### src/rtl/div_ctrl_if.sv
// Pipeline and divider-core signals of the divide controller.
// div_ctrl uses the slave view. The pipeline/core side uses the master view.
interface div_ctrl_if;
    logic        div_valid;
    logic        div_signed;
    logic [31:0] div_rs;
    logic [31:0] div_rt;
    logic        flush;
    logic        div_ready;
    logic        stall_req;
    logic        hilo_we;
    logic [31:0] hi_out;
    logic [31:0] lo_out;
    logic [31:0] dv_A;
    logic [31:0] dv_B;
    logic        dv_start;
    logic        dv_is_busbusy;
    logic [31:0] dv_Q;
    logic [31:0] dv_R;
    logic        dv_opreat_over;

    modport master (
        output div_valid, div_signed, div_rs, div_rt, flush,
               dv_Q, dv_R, dv_opreat_over,
        input  div_ready, stall_req, hilo_we, hi_out, lo_out,
               dv_A, dv_B, dv_start, dv_is_busbusy
    );

    modport slave (
        input  div_valid, div_signed, div_rs, div_rt, flush,
               dv_Q, dv_R, dv_opreat_over,
        output div_ready, stall_req, hilo_we, hi_out, lo_out,
               dv_A, dv_B, dv_start, dv_is_busbusy
    );
endinterface

### src/rtl/div_ctrl.sv
// DIV/DIVU sequencer. It sits in front of an unsigned 17-step divider core.
// It converts operands to magnitudes, sign-fixes the results and handles flush and rewind.
//
//   state  | meaning
//   IDLE   | ready for a request; core parked at count 0
//   LOAD   | first core step on the registered magnitudes
//   RUN    | core stepping until completion
//   FIX    | sign-correct core quotient/remainder into lo/hi
//   WB     | hilo_we strobe; core rewound to 0
//   DRAIN  | flushed op: keep stepping so the core is not left mid-count
//   REWIND | flushed op: rewind the finished core, no write
module div_ctrl (
    input  logic       clk,
    input  logic       rst,
    div_ctrl_if.slave  bus
);
    typedef enum logic [2:0] {
        S_IDLE, S_LOAD, S_RUN, S_FIX, S_WB, S_DRAIN, S_REWIND
    } state_t;

    state_t      state, state_nxt;
    logic [31:0] mag_a, mag_b;
    logic [31:0] hi_q, lo_q;
    logic        q_neg, r_neg;
    logic [31:0] abs_rs, abs_rt;
    logic        accept, fix_load;
    logic        start, busbusy, we, stall, ready;

    assign abs_rs = (bus.div_signed && bus.div_rs[31]) ? -bus.div_rs : bus.div_rs;
    assign abs_rt = (bus.div_signed && bus.div_rt[31]) ? -bus.div_rt : bus.div_rt;

    always_comb begin
        state_nxt = state;
        start     = 1'b0;
        busbusy   = 1'b0;
        we        = 1'b0;
        stall     = 1'b0;
        ready     = 1'b0;
        accept    = 1'b0;
        fix_load  = 1'b0;
        case (state)
            S_IDLE: begin
                ready = 1'b1;
                stall = bus.div_valid;
                if (bus.div_valid && !bus.flush) begin
                    accept    = 1'b1;
                    state_nxt = S_LOAD;
                end
            end
            S_LOAD: begin
                start     = 1'b1;
                stall     = 1'b1;
                state_nxt = bus.flush ? S_DRAIN : S_RUN;
            end
            S_RUN: begin
                start = 1'b1;
                stall = 1'b1;
                if (bus.flush)
                    state_nxt = S_DRAIN;
                else if (bus.dv_opreat_over)
                    state_nxt = S_FIX;
            end
            // Core sits at its final count here; start with busbusy low only holds it.
            S_FIX: begin
                start = 1'b1;
                stall = 1'b1;
                if (bus.flush) begin
                    state_nxt = S_REWIND;
                end else begin
                    fix_load  = 1'b1;
                    state_nxt = S_WB;
                end
            end
            S_WB: begin
                we        = 1'b1;
                start     = 1'b1;
                busbusy   = 1'b1;
                state_nxt = S_IDLE;
            end
            S_DRAIN: begin
                start = 1'b1;
                if (bus.dv_opreat_over)
                    state_nxt = S_REWIND;
            end
            S_REWIND: begin
                start     = 1'b1;
                busbusy   = 1'b1;
                state_nxt = S_IDLE;
            end
            default: state_nxt = S_IDLE;
        endcase
    end

    always_ff @(posedge clk) begin
        if (rst) begin
            state <= S_IDLE;
            mag_a <= '0;
            mag_b <= '0;
            q_neg <= 1'b0;
            r_neg <= 1'b0;
            hi_q  <= '0;
            lo_q  <= '0;
        end else begin
            state <= state_nxt;
            if (accept) begin
                mag_a <= abs_rs;
                mag_b <= abs_rt;
                q_neg <= bus.div_signed & (bus.div_rs[31] ^ bus.div_rt[31]);
                r_neg <= bus.div_signed & bus.div_rs[31];
            end
            if (fix_load) begin
                lo_q <= q_neg ? -bus.dv_Q : bus.dv_Q;
                hi_q <= r_neg ? -bus.dv_R : bus.dv_R;
            end
        end
    end

    assign bus.div_ready     = ready;
    assign bus.stall_req     = stall & ~rst;
    assign bus.hilo_we       = we;
    assign bus.dv_start      = start;
    assign bus.dv_is_busbusy = busbusy;
    assign bus.dv_A          = mag_a;
    assign bus.dv_B          = mag_b;
    assign bus.hi_out        = hi_q;
    assign bus.lo_out        = lo_q;
endmodule

### src/flat_wrapper.sv
// flat-port wrapper written by rule: the top's interface ports become plain ports
module div_ctrl_flat 
  (clk, rst, bus_div_valid, bus_div_signed, bus_div_rs, bus_div_rt, bus_flush, bus_dv_Q, bus_dv_R, bus_dv_opreat_over, bus_div_ready, bus_stall_req, bus_hilo_we, bus_hi_out, bus_lo_out, bus_dv_A, bus_dv_B, bus_dv_start, bus_dv_is_busbusy);
  div_ctrl_if bus_i ();
  input  logic clk;
  input  logic rst;
  input wire logic [$bits(bus_i.div_valid)-1:0] bus_div_valid;
  input wire logic [$bits(bus_i.div_signed)-1:0] bus_div_signed;
  input wire logic [$bits(bus_i.div_rs)-1:0] bus_div_rs;
  input wire logic [$bits(bus_i.div_rt)-1:0] bus_div_rt;
  input wire logic [$bits(bus_i.flush)-1:0] bus_flush;
  input wire logic [$bits(bus_i.dv_Q)-1:0] bus_dv_Q;
  input wire logic [$bits(bus_i.dv_R)-1:0] bus_dv_R;
  input wire logic [$bits(bus_i.dv_opreat_over)-1:0] bus_dv_opreat_over;
  output wire logic [$bits(bus_i.div_ready)-1:0] bus_div_ready;
  output wire logic [$bits(bus_i.stall_req)-1:0] bus_stall_req;
  output wire logic [$bits(bus_i.hilo_we)-1:0] bus_hilo_we;
  output wire logic [$bits(bus_i.hi_out)-1:0] bus_hi_out;
  output wire logic [$bits(bus_i.lo_out)-1:0] bus_lo_out;
  output wire logic [$bits(bus_i.dv_A)-1:0] bus_dv_A;
  output wire logic [$bits(bus_i.dv_B)-1:0] bus_dv_B;
  output wire logic [$bits(bus_i.dv_start)-1:0] bus_dv_start;
  output wire logic [$bits(bus_i.dv_is_busbusy)-1:0] bus_dv_is_busbusy;
  assign bus_i.div_valid = bus_div_valid;
  assign bus_i.div_signed = bus_div_signed;
  assign bus_i.div_rs = bus_div_rs;
  assign bus_i.div_rt = bus_div_rt;
  assign bus_i.flush = bus_flush;
  assign bus_i.dv_Q = bus_dv_Q;
  assign bus_i.dv_R = bus_dv_R;
  assign bus_i.dv_opreat_over = bus_dv_opreat_over;
  assign bus_div_ready = bus_i.div_ready;
  assign bus_stall_req = bus_i.stall_req;
  assign bus_hilo_we = bus_i.hilo_we;
  assign bus_hi_out = bus_i.hi_out;
  assign bus_lo_out = bus_i.lo_out;
  assign bus_dv_A = bus_i.dv_A;
  assign bus_dv_B = bus_i.dv_B;
  assign bus_dv_start = bus_i.dv_start;
  assign bus_dv_is_busbusy = bus_i.dv_is_busbusy;
  div_ctrl u_core (.clk(clk), .rst(rst), .bus(bus_i));
endmodule
### config.mk
export PLATFORM = sky130hd
export DESIGN_NAME = div_ctrl_flat
export DESIGN_NICKNAME = d
export VERILOG_FILES = /design/src/rtl/div_ctrl_if.sv /design/src/rtl/div_ctrl.sv /design/src/flat_wrapper.sv
export SDC_FILE = /design/constraint.sdc
export NUM_CORES = 1
export LEC_CHECK = 0
export CORE_MARGIN = 3
export CORE_UTILIZATION = 39
export DETAILED_ROUTE_END_ITERATION = 7
export PLACE_DENSITY = 0.68
export SETUP_SLACK_MARGIN = 0.4
export SLEW_MARGIN = 5
export SYNTH_ARGS = -nofsm -noshare
export SYNTH_HDL_FRONTEND = slang
export SYNTH_SLANG_ARGS = --single-unit
### constraint.sdc
create_clock -name clk -period 7.65 [get_ports clk]
set_input_delay 2.295 -clock clk [delete_from_list [all_inputs] [get_ports clk]]
set_output_delay 2.295 -clock clk [all_outputs]
set_load 0.02 [all_outputs]
==> results.env <==
RSZ_0062_RAISED_AFTER_GLOBAL_ROUTING='no'
MET2ROUTEDLENGTH_MM=11.4
TOP_LAYER='met4'
ROUTEDLENGTHMET1_MM=10.7
HOLD_WORST_PATH_END='u_core.bus.lo_out[11]'
CRITPATHKIND='primary input to output port'
ROUTED_WIRE_LENGTH_PER_INSTANCE_UM=17.4
WORST_CLOCK_SKEW_NS=0.0114
VIA_COUNT=7691
WORST_SKEW_PAIR.LATE_LATENCY_NS=0.42
STDCELL_AREA_SQ_UM=10700
CRITICAL_PATH.REG2REG.STARTPOINT='u_core.state[2]'
DETAILEDPLACEMENTHPWL_MM=17.2
CRIT_REQUIRED_NS=5.36
SETUP_TOTAL_NEGATIVE_SLACK_NS=0
PATH_CATEGORY_OF_THE_WORST_MIN_DELAY_CHECK='register to register'
SYNTH.TOP_CELL.AREA_SHARE_PCT=35.7
FINAL.MIN_CLOCK_PERIOD_NS=6.04
WORST-PATH-STAGES=4
YOSYS-TOP-CELLS-AREA='dfxtp_1 36%, xor2_1 7.8%, a211oi_1 6.1%, nor2_1 5.4%, a21oi_1 4.6%'
DRT-INITIAL-DRC-COUNT=471
MOST_FREQUENT_CELL_AFTER_SYNTHESIS='dfxtp_1'
CTS_INSERTED_BUFFERS=17
POST_PLACE_INSTANCE_AREA_SQ_UM=10200
POSTSYNTHCELLCOUNT=927
YOSYSWARNINGCOUNT=0
TIMING.CRITICAL_PATH.CELLS='clkdlybuf4s50_1 > nor3_1 > nor3_1 > clkdlybuf4s50_1'
GLOBALROUTEOVERFLOWTOTAL=0
PORTBUFFERS=266
SYNTH_ENABLE_FLOP_CELLS=0
HOLD_BUFFERS=0
R2R-END='u_core.bus.dv_A[21]'
MAXCAPVIOLATIONS=0
DP.CELLS=1356
FINALNONFILLERCELLS=1388
FMAX_MHz=166
ANTENNA_CELLS_INSERTED=0
HOLD_VIOL=0
FINAL_UTIL_PCT=58.4
GRT_FIRST_PASS_WIRELENGTH_MM=38.1
WORST-R2R-CELL-COUNT=5
SYNTH.TOP_CELLS.BY_COUNT='133 x dfxtp_1, 107 x nor2_1, 68 x a21oi_1'
ACTUAL_TRANSITION_AT_THE_WORST_MAX_TRANSITION_PIN_NS=1.12
INITIAL_CELL_DENSITY_OF_THE_CORE_PCT=40.5
STATIC-LEAKAGE-POWER_nW=3.52
HOLD_PATH_STARTPOINT='u_core.bus.lo_out[11]'
NFILLCELLS=1739
SLEW_VIOLATIONS=0
FLOP_TO_FLOP_SETUP_SLACK_NS=4.82
PLACE.GP.CONGESTION=0.849
MET3_WIRELENGTH_MM=1.46
FIRST_GLOBAL_VIAS=7299
MIN_DELAY_PATH_DEPTH=2
OUTCOME='finished clean'
TRITONCTS='yes'
DIE_AREA_SQ_UM=20800
IO_PINS=267
CPLARGESTDELAYFAMILY='buffers and inverters'
CLOCK_SINKS=133
PATH_MAX_FANOUT=8
FP-ROW-COUNT=49
GRTUSAGETOTAL_PCT=22.6
SLEW-LIMIT-HEADROOM_PCT=25.2
SYNTH_FF_TYPE='dfxtp_1'
FP.DIEW_UM=144
YS_FF_LATCH=133
WORST-PATH-BUF-INV=2
ENDPOINT_KIND='output port'
PRE_REPAIR_DR_ITERATION_COUNT=5
MAX_STAGE_DELAY_NS=0.63
CTS_SETUP_BUFFERS=0
NUM-NETS-FINAL=1284
POSTCTSRESIZEDCELLS=0
ANTENNA_FOUND_INITIAL=0
MAPPEDNETLISTNETS=1065
COREAREA_SQ_UM=18400
CLK_PIN_SLEW_NS=0.05
CRITPATHSLOWESTCELL='clkdlybuf4s50_1'
CP-START-KIND='primary input'
VIA_PER_INST=5.54
SYNTHESIS.AREA_SQ_UM=7450
HTREE_LEVELS=4
WHS_NS=0.449
DRT_WL_TOTAL_MM=24.1
CLK_ROOT_BUF='clkbuf_16'
VDD_IR_DROP_MAX_V=0.000148
LAYOUT-DRIVE-GT1-SHARE_PCT=4.23
FINAL_MIN_PERIOD_OVER_CLOCK_PERIOD_PCT=78.9
POST_SYNTH_NUM_CELL_TYPES=55
FINALSETUPVIOLATIONS=0
DIE_Y_UM=144
CRITPATHARRIVALTIME_NS=3.74
CTSLONGESTPATHBUFFERS=2
POSTSYNTHAREAPERCELL_SQ_UM=8.04
FLOW.AREA_GROWTH_FROM_SYNTHESIS_PCT=44.2
POWER.DENSITY_CELL_AREA_nW_PER_UM2=178
POSTSYNTH.ASYNCRESETSHARE_PCT=0
ANT_NETS=0
SYNTH_SEQUENTIAL_AREA_RATIO_PCT=35.7
SYNTH_TOP_AREA_CELL='dfxtp_1'
MAXIMUM_NUMBER_OF_PINS_ON_ONE_NET_BEFORE_GLOBAL_ROUTE_REPAIR=116
DRT_DRC_VIOLATIONS_LEFT=0
## cells in the final DEF, fill, tap and decap left out, types with 5 or more instances in the layout
| master | n |
|---|---|
| nor3b_1 | 9 |
| or4_1 | 18 |
| nor2_1 | 107 |
| a211oi_1 | 61 |
| dfxtp_1 | 133 |
| clkinvlp_4 | 5 |
| xnor2_1 | 37 |
| o41ai_1 | 26 |
| inv_1 | 18 |
| nand3_1 | 20 |
| xor2_1 | 66 |
| a21oi_1 | 68 |
| o21ai_0 | 60 |
| a41oi_1 | 7 |
| or3_1 | 18 |
| clkdlybuf4s50_1 | 265 |
| and3_1 | 6 |
| nor3_1 | 25 |
| buf_4 | 5 |
| nor4_1 | 19 |
| a31oi_1 | 14 |
| nand4_1 | 10 |
| a311oi_1 | 7 |
| nand2_1 | 46 |
| o31ai_1 | 22 |
| clkbuf_16 | 17 |
## through the flow
step,setup WS (ns),total power (W)
after CTS,1.61,0.00193
after floorplan,2.17,0.000944
after global routing,1.54,0.00200
after detailed placement,1.63,0.00114
after global placement,1.62,0.00114
final,1.61,0.00191
## worst max path at each step
| stage | to | slack (ns) | start |
|---|---|---|---|
| detailed placement | bus_stall_req | 1.63 | bus_div_valid |
| floorplan | bus_stall_req | 2.17 | rst |
| global route | bus_stall_req | 1.54 | bus_div_valid |
| finish | bus_stall_req | 1.61 | bus_div_valid |
| global placement | bus_stall_req | 1.62 | bus_div_valid |
| CTS | bus_stall_req | 1.61 | bus_div_valid |
## where the power goes
part           internal, W  switching, W  total, W
clock             0.000459      0.000330  0.000789
combinational     0.000183      0.000194  0.000377
sequential        0.000725     0.0000225  0.000747
## worst register-to-register path: stages (launching register included)
cell and delay, ns:
dfxtp_1 0.45, nor4_1 0.74, and2_4 1.00, and3_1 0.37
a21oi_1 0.04, o22ai_1 0.15
## routing by layer
layer,GRT usage (%),vias up
met5,0,-
met4,7.22,0
met3,5.75,31
met2,37.3,211
met1,29.1,3568
li1,-,3881
## layout make-up
cell class	count	area, sq um	share of cell area [%]
Multi-Input combinational cell	705	4460	41.5
Timing Repair Buffer	270	2690	25.0
Sequential cell	133	2660	24.8
Clock buffer	19	443	4.12
Tap cell	229	287	2.67
Clock inverter	13	125	1.16
Inverter	19	71.3	0.664
## sequential cells by signal, indices dropped and copies added, names as in the netlist
register           cells
u_core.bus.dv_A       32
u_core.bus.dv_B       32
u_core.bus.hi_out     32
u_core.bus.lo_out     32
u_core.q_neg           1
u_core.r_neg           1
u_core.state           3
## kinds of logic after synthesis
kind of cell,synth area share (%)
AO/OA/AOI/OAI,24.8
XOR/XNOR,12.1
adder cells (fa/ha/maj),0.672
buffers and inverters,4.60
flip-flops,35.7
multiplexers,0.537
AND/OR/NAND/NOR,21.5
Note: power is estimated with default switching activity, not from simulation.
